**src/rtl/execute_stage.sv**
```systemverilog
// Execute stage of the RV32I pipeline: operand forwarding, ALU, branch/jump resolution
// and the EX/MEM pipeline register feeding the Memory stage.
module execute_stage #(
   parameter int XLEN = 32
) (
   input  logic            clk,
   input  logic            rst,
   input  logic            FlushE,
   input  logic            RegWriteE,
   input  logic [1:0]      ResultSrcE,
   input  logic            MemWriteE,
   input  logic            JumpE,
   input  logic            JalrE,
   input  logic            BranchE,
   input  logic            ALUSrcE,
   input  logic [3:0]      ALUControlE,
   input  logic [2:0]      Funct3E,
   input  logic [XLEN-1:0] RD1_E,
   input  logic [XLEN-1:0] RD2_E,
   input  logic [XLEN-1:0] Imm_Ext_E,
   input  logic [XLEN-1:0] PCE,
   input  logic [XLEN-1:0] PCPlus4E,
   input  logic [4:0]      RD_E,
   input  logic [1:0]      ForwardAE,
   input  logic [1:0]      ForwardBE,
   input  logic [XLEN-1:0] ResultW,
   output logic            PCSrcE,
   output logic [XLEN-1:0] PCTargetE,
   output logic            RegWriteM,
   output logic [1:0]      ResultSrcM,
   output logic            MemWriteM,
   output logic [4:0]      RD_M,
   output logic [XLEN-1:0] ALU_ResultM,
   output logic [XLEN-1:0] WriteDataM,
   output logic [XLEN-1:0] PCPlus4M
);

   localparam logic [3:0] ALU_ADD  = 4'b0000;
   localparam logic [3:0] ALU_SUB  = 4'b0001;
   localparam logic [3:0] ALU_AND  = 4'b0010;
   localparam logic [3:0] ALU_OR   = 4'b0011;
   localparam logic [3:0] ALU_XOR  = 4'b0100;
   localparam logic [3:0] ALU_SLT  = 4'b0101;
   localparam logic [3:0] ALU_SLTU = 4'b0110;
   localparam logic [3:0] ALU_SLL  = 4'b0111;
   localparam logic [3:0] ALU_SRL  = 4'b1000;
   localparam logic [3:0] ALU_SRA  = 4'b1001;

   localparam logic [2:0] BR_EQ  = 3'b000;
   localparam logic [2:0] BR_NE  = 3'b001;
   localparam logic [2:0] BR_LT  = 3'b100;
   localparam logic [2:0] BR_GE  = 3'b101;
   localparam logic [2:0] BR_LTU = 3'b110;
   localparam logic [2:0] BR_GEU = 3'b111;

   localparam logic [XLEN-1:0] ZERO = {XLEN{1'b0}};

   // Select 11 is unused by the hazard unit and falls back to the register-file value.
   function automatic logic [XLEN-1:0] fwd_mux(
      input logic [1:0]      sel,
      input logic [XLEN-1:0] reg_val,
      input logic [XLEN-1:0] w_val,
      input logic [XLEN-1:0] m_val
   );
      logic [XLEN-1:0] res;
      case (sel)
         2'b01:   res = w_val;
         2'b10:   res = m_val;
         default: res = reg_val;
      endcase
      return res;
   endfunction

   function automatic logic [XLEN-1:0] alu_op(
      input logic [3:0]      ctrl,
      input logic [XLEN-1:0] a,
      input logic [XLEN-1:0] b
   );
      logic [XLEN-1:0] res;
      logic [4:0]      shamt;
      shamt = b[4:0];
      case (ctrl)
         ALU_ADD:  res = a + b;
         ALU_SUB:  res = a - b;
         ALU_AND:  res = a & b;
         ALU_OR:   res = a | b;
         ALU_XOR:  res = a ^ b;
         ALU_SLT:  res = {{(XLEN-1){1'b0}}, ($signed(a) < $signed(b))};
         ALU_SLTU: res = {{(XLEN-1){1'b0}}, (a < b)};
         ALU_SLL:  res = a << shamt;
         ALU_SRL:  res = a >> shamt;
         ALU_SRA:  res = $unsigned($signed(a) >>> shamt);
         default:  res = ZERO;
      endcase
      return res;
   endfunction

   function automatic logic branch_taken(
      input logic [2:0]      f3,
      input logic [XLEN-1:0] a,
      input logic [XLEN-1:0] b
   );
      logic res;
      case (f3)
         BR_EQ:   res = (a == b);
         BR_NE:   res = (a != b);
         BR_LT:   res = ($signed(a) < $signed(b));
         BR_GE:   res = ($signed(a) >= $signed(b));
         BR_LTU:  res = (a < b);
         BR_GEU:  res = (a >= b);
         default: res = 1'b0;
      endcase
      return res;
   endfunction

   logic [XLEN-1:0] src_a_s;
   logic [XLEN-1:0] fwd_b_s;
   logic [XLEN-1:0] src_b_s;
   logic [XLEN-1:0] alu_result_s;
   logic [XLEN-1:0] jalr_sum_s;
   logic            taken_s;

   // Forwarding, ALU and redirect resolution; the M forward source is the pre-edge register.
   always_comb begin
      src_a_s      = fwd_mux(ForwardAE, RD1_E, ResultW, ALU_ResultM);
      fwd_b_s      = fwd_mux(ForwardBE, RD2_E, ResultW, ALU_ResultM);
      src_b_s      = fwd_b_s;
      if (ALUSrcE) begin
         src_b_s = Imm_Ext_E;
      end else begin
         src_b_s = fwd_b_s;
      end
      alu_result_s = alu_op(ALUControlE, src_a_s, src_b_s);
      taken_s      = branch_taken(Funct3E, src_a_s, fwd_b_s);
      jalr_sum_s   = src_a_s + Imm_Ext_E;
      PCSrcE       = (BranchE & taken_s) | JumpE | JalrE;
      PCTargetE    = PCE + Imm_Ext_E;
      if (JalrE) begin
         PCTargetE = {jalr_sum_s[XLEN-1:1], 1'b0};
      end else begin
         PCTargetE = PCE + Imm_Ext_E;
      end
   end

   // EX/MEM pipeline register; a flush turns the instruction into a bubble but still loads data.
   always_ff @(posedge clk) begin
      if (rst) begin
         RegWriteM   <= 1'b0;
         ResultSrcM  <= 2'b00;
         MemWriteM   <= 1'b0;
         RD_M        <= 5'd0;
         ALU_ResultM <= ZERO;
         WriteDataM  <= ZERO;
         PCPlus4M    <= ZERO;
      end else if (FlushE) begin
         RegWriteM   <= 1'b0;
         ResultSrcM  <= 2'b00;
         MemWriteM   <= 1'b0;
         RD_M        <= 5'd0;
         ALU_ResultM <= alu_result_s;
         WriteDataM  <= fwd_b_s;
         PCPlus4M    <= PCPlus4E;
      end else begin
         RegWriteM   <= RegWriteE;
         ResultSrcM  <= ResultSrcE;
         MemWriteM   <= MemWriteE;
         RD_M        <= RD_E;
         ALU_ResultM <= alu_result_s;
         WriteDataM  <= fwd_b_s;
         PCPlus4M    <= PCPlus4E;
      end
   end

endmodule

```
**config.mk**
```make
export PLATFORM = sky130hd
export DESIGN_NAME = execute_stage
export DESIGN_NICKNAME = d
export VERILOG_FILES = /design/src/rtl/execute_stage.sv
export SDC_FILE = /design/constraint.sdc
export NUM_CORES = 1
export LEC_CHECK = 0
export ABC_AREA = 0
export BUFFER_PORTS_ARGS = -buffer_cell sky130_fd_sc_hd__buf_2
export CAP_MARGIN = 20
export CORE_AREA = 2 2 185 187
export DETAILED_ROUTE_END_ITERATION = 6
export DIE_AREA = 0 0 187 189
export PLACE_DENSITY = 0.84
export SLEW_MARGIN = 15
export SYNTH_ARGS = -nofsm -noshare
export SYNTH_HDL_FRONTEND = slang
export SYNTH_SLANG_ARGS = --single-unit
```
**constraint.sdc**
```tcl
create_clock -name clk -period 4.5 [get_ports clk]
set_input_delay 0.45 -clock clk [delete_from_list [all_inputs] [get_ports clk]]
set_output_delay 0.45 -clock clk [all_outputs]
set_load 0.05 [all_outputs]
```
Word level (Yosys, flattened, before mapping) --
Index checks and enable logic that the tools add are counted.
Word-level totals: input bits 219, flip-flop bits (word level) 105, word-level logic and storage cells 55
Operators by class: order comparisons 6, equal/unequal tests 20, reduce and logical (&&, ||, !) cells 3, $add $sub $neg 4, bitwise gates (word level) 6, multiplexer cells 6, shift-type cells 3
Operator list (count):
- 32-bit case mux with 10 select lines | 1
- 32-bit less-than comparator | 4
- 32-bit case mux with 2 select lines | 2
- 32-bit adder | 3
- 32-bit >= comparator | 2
- 32-bit 2-to-1 mux | 2
- 32-bit bitwise AND | 1
- 32-bit equality test | 1
- 32-bit inequality test | 1
- 32-bit OR | 1
- 32-bit by 5-bit << shifter with 32-bit output | 1
- 32-bit by 5-bit >> shifter with 32-bit output | 1
- 32-bit by 5-bit >>> shifter with 32-bit output | 1
- 32-bit subtractor | 1
- 32-bit bitwise XOR | 1
- 4-bit by 3-bit equality test with 1-bit output (second input constant) | 4
- 3-bit equality test (second input constant) | 4
- 4-bit by 2-bit equality test with 1-bit output (second input constant) | 2
- 4-bit equality test (second input constant) | 2
- 1-bit case mux with 6 select lines | 1
- 2-bit by 1-bit equality test with 1-bit output (second input constant) | 2
- 2-bit equality test (second input constant) | 2
- 4-bit by 1-bit equality test with 1-bit output (second input constant) | 1
- 4-bit logical NOT | 1
- other kinds (5) | 6

Longest topological paths before layout --
depth after elaboration 7, depth in mapped cells 22, mapped depth without buffers 17

Worst setup path before layout --
Ideal clock, no wire load.
path type input port to output port, start point input ForwardAE[0], end point output PCTargetE[20], setup slack -0.740 ns, data required time 4.050 ns, arrival time 4.790 ns, stages on the path 18, path through inv_1 ha_1 buf_2 buf_4 nand2_1 o21ai_0 and2_1 fa_1 a211oi_1 o21bai_1 a211oi_1 o31ai_1 a21oi_1 o21ai_0 a221o_1 a21oi_1 xor2_1 o21ai_0
Between the ends: word-level cells in the longest chain between the ends 4
RTL lines:
- from (decl) | RTL line 24 | input logic [1:0] ForwardAE,
- 2-bit equality test / 2-bit by 1-bit equality test with 1-bit output (equally long branches) | RTL line 66 | case (sel)
- 32-bit case mux with 2 select lines (*) | RTL line 66
- 32-bit adder (*) | RTL line 135 | jalr_sum_s = src_a_s + Imm_Ext_E;
- 32-bit 2-to-1 mux (*) | RTL line 138 | if (JalrE) begin
- to (decl) | RTL line 28 | output logic [XLEN-1:0] PCTargetE,
Every way passes the cells marked *; elsewhere a longest branch is shown, timed or not.

Worst setup path in the final report --
start point input ForwardAE[0], end point output PCTargetE[31]
Same word-level chain as after synthesis.

==> impl_metrics.yaml <==
run_status:
  outcome: "finished, final reports clean"
floorplan:
  die_area_um2: 35300
  ios: 357
  design.core.area_um2: 33300
  initial_core_util_pct: 51.3
  die_w_um: 187
  die_y_um: 189
  rows: 67
synthesis:
  syn_area_per_cell_um2: 6.95
  yosysUniqueCellTypes: 86
  synth_edf_count: 0
  yosys_warnings: 0
  ys_seq_area_share_pct: 12.3
  ys_ff_latch: 105
  synth.cell_area_um2: 17100
  synth_ff_type: "dfxtp_1"
  syn_inst: 2458
  async_reset_ff_share_pct: 0
  syn_nets: 2875
global_routing:
  grt_max_degree: 75
  antenna_found_initial: 6
  overflow: 0
  grt_pass1_vias: 21800
  grt_pass1_wl_um: 123000
  grtUsageTotal_pct: 44.2
critical_path:
  cp_top_family: "simple AND/OR/NAND/NOR gates"
  critPathSlowestCell: "or3_4"
  cp_max_fo: 12
  critPathLaunchType: "input port"
  worst-path-buf-inv: 5
  crit_path_max_incr_delay_ns: 0.39
  end_kind: "output pin"
  critical_path_class: "in -> out"
  required_ns: 4.05
  crit_chain: "buf_8 > inv_4 > ha_4 > bufbuf_16 > o21ai_1 > ha_2 > nand2_1 > nor2_2 > nand3_2 > and4b_2 > or3_4 > o31ai_4 > a41oi_2 > mux2i_1 > a2111oi_2 > buf_4 > xnor2_2 > buf_6"
  arrival_ns: 4.00
power:
  max-vdd-ir-drop_mv: 0.363
  power.switching_mw: 3.47
  sequentialPowerShare_pct: 15.8
  leakage_nw: 10.5
  powerDensity_nw_per_um2: 299
  clkPwrFrac_pct: 13.3
  comb_power_share_pct: 70.8
  intPower_mw: 3.16
  switching_share_pct: 52.3
  total_power_mw: 6.63
timing:
  tns_ns: 0
  finalCritPeriodShare_pct: 99.0
  fmax_ghz: 0.225
  tightest_slew_ns: 1.20
  relSlewSlack_pct: 19.6
  postLayoutSetupSlackWorst_ns: 0.0458
  fin_skew_ns: 0.0132
  rsz0062_at_grt: "true"
  min_period_ns: 4.45
  final_max_slew_viol_count: 0
  hold_slack_ns: 0.248
  hold_viol: 0
  setup_violations: 0
clock_tree:
  cts_sinks: 105
  htreeDepth: 3
  cts_tree: "built"
  clk_latency_ns: 0.40
  clk_path_buf_depth: 2
  cts_buffers: 9
  clk_pin_slew_worst_paths_ns: 0.09
  cts-root-buf: "clkbuf_16"
hold_path:
  hold_path_class: "in -> reg"
drt:
  route.detailed.drc: 0
  avgViaCountPerCell: 6.66
  drt_iter0_markers: 3099
  firstDrtPassIters: 6
  drt_wl_total_um: 82700
  post_drt_wl_per_cell_um: 23.9
  vias: 23100
  final_antenna_net_count: 0
job:
  maxCapViolCount: 0
placement:
  dp_hpwl_um: 64900
  io_buffers: 356
  place_ws_ns: -0.334
  dp_cells: 3428
  placed_area_um2: 21300
  gp_congestion: 1.14
layout:
  final_core_util_pct: 66.6
  area_growth_pct: 29.8
  drive_above_1_share_pct: 27.0
  final_cells: 3460
  final_area_um2: 22200
  fin_nets: 3420
cell type report:
type                       instances  area (um2)
inverter                         121         457
fill                            2918       11100
tap                              448         561
sequential                       105        2100
clock buffer                       9         225
multi-input combinational       2069       14200
timing repair buffer             697        4570
clock inverter                     7        93.8
antenna                            4        10.0
layout by cell type (no fill, tap or decap), types with 48 or more instances in the layout:
| master | instances |
|---|---|
| nand2_1 | 267 |
| nand3_1 | 48 |
| buf_2 | 349 |
| ha_1 | 186 |
| buf_4 | 325 |
| nor2_1 | 209 |
| dfxtp_1 | 103 |
| o21ai_0 | 207 |
| nor2b_1 | 54 |
| inv_1 | 115 |
| a21oi_1 | 221 |
| mux2i_1 | 115 |
power groups by stage:
stage | combinational (mW) | sequential (mW) | clock, mW
floorplan | 2.59 | 1.28 | 0
global placement | 4.31 | 1.07 | 0
detailed placement | 4.39 | 1.07 | 0
CTS | 4.45 | 1.05 | 0.885
global route | 4.97 | 1.05 | 0.913
finish | 4.70 | 1.05 | 0.883
cells in the mapped netlist, types with 25 or more instances:
cell / n / area, um2
nand3_1: 49 / 245
mux2i_1: 119 / 1190
a22oi_1: 50 / 375
a31oi_1: 41 / 257
o21ai_1: 37 / 185
buf_2: 49 / 245
a211oi_1: 32 / 240
o21ai_0: 224 / 1120
o21a_1: 25 / 188
dfxtp_1: 105 / 2100
a21o_1: 35 / 263
a221o_1: 34 / 340
o21bai_1: 26 / 195
a21oi_1: 229 / 1150
nor2_1: 210 / 788
nor3_1: 37 / 185
xnor2_1: 47 / 412
inv_1: 117 / 439
nor2b_1: 54 / 338
xor2_1: 29 / 254
clkbuf_1: 90 / 338
nand2_1: 269 / 1010
o211ai_1: 41 / 308
ha_1: 194 / 2430
sequential cells by signal (all words and copies together) (netlist names):
register	cells
RD_M	5
ResultSrcM	2
ALU_ResultM	32
RegWriteM	1
PCPlus4M	32
WriteDataM	32
MemWriteM	1
routing by layer:
| layer | part of all wire, % | track usage [%] |
|---|---|---|
| met2 | 43 | 68.8 |
| met5 | 0.033 | 0 |
| met4 | 9.2 | 35.3 |
| met3 | 12 | 10.4 |
| met1 | 36 | 52.1 |
logic make-up after synthesis:
logic type                 Yosys count  synth area share [%]
DFF                                105                  12.3
AOI/OAI and AO/OA                  924                  34.8
buffers and inverters              284                  6.95
and+or+nand+nor                    748                  20.0
muxes                              123                  7.30
adders and majority gates          198                  14.7
xor gates and xnor gates            76                  3.90
worst reg2reg max path, stage by stage, from the launching register on:
cell and delay, ns:
dfxtp_2 0.39, buf_4 0.17, a22o_1 0.22, o221a_2 0.30, ha_1 0.24, fa_1 0.46, a21oi_1 0.18, o21bai_1 0.15
a221oi_2 0.32, o211ai_1 0.21, a31oi_2 0.42, o311ai_1 0.20, buf_4 0.18, a31oi_1 0.21, xnor2_1 0.16, nand2_1 0.07
a31oi_1 0.17, buf_4 0.14
path summary, 6_finish.rpt:
path | from | to | slack (ns) | cells past startpoint
min reg2reg | ALU_ResultM[26]$_SDFF_PP0_ | WriteDataM[26]$_SDFF_PP0_ | 0.81 | 3
max | ForwardAE[0] | PCTargetE[31] | 0.05 | 18
max reg2reg | ALU_ResultM[0]$_SDFF_PP0_ | ALU_ResultM[30]$_SDFF_PP0_ | 0.28 | 17
min | RD_E[0] | RD_M[0]$_SDFF_PP0_ | 0.25 | 2
what timing repair did:
item / 4_1_cts / 5_1_grt
gates resized for setup: 23 / 79
gates cloned: 1 / 1
hold buffers: 0 / 0
endpoints found under the setup margin: 10 / 16
buffers inserted: 2 / 9
pin swaps: 4 / 33
(Power assumes the default switching activity.)
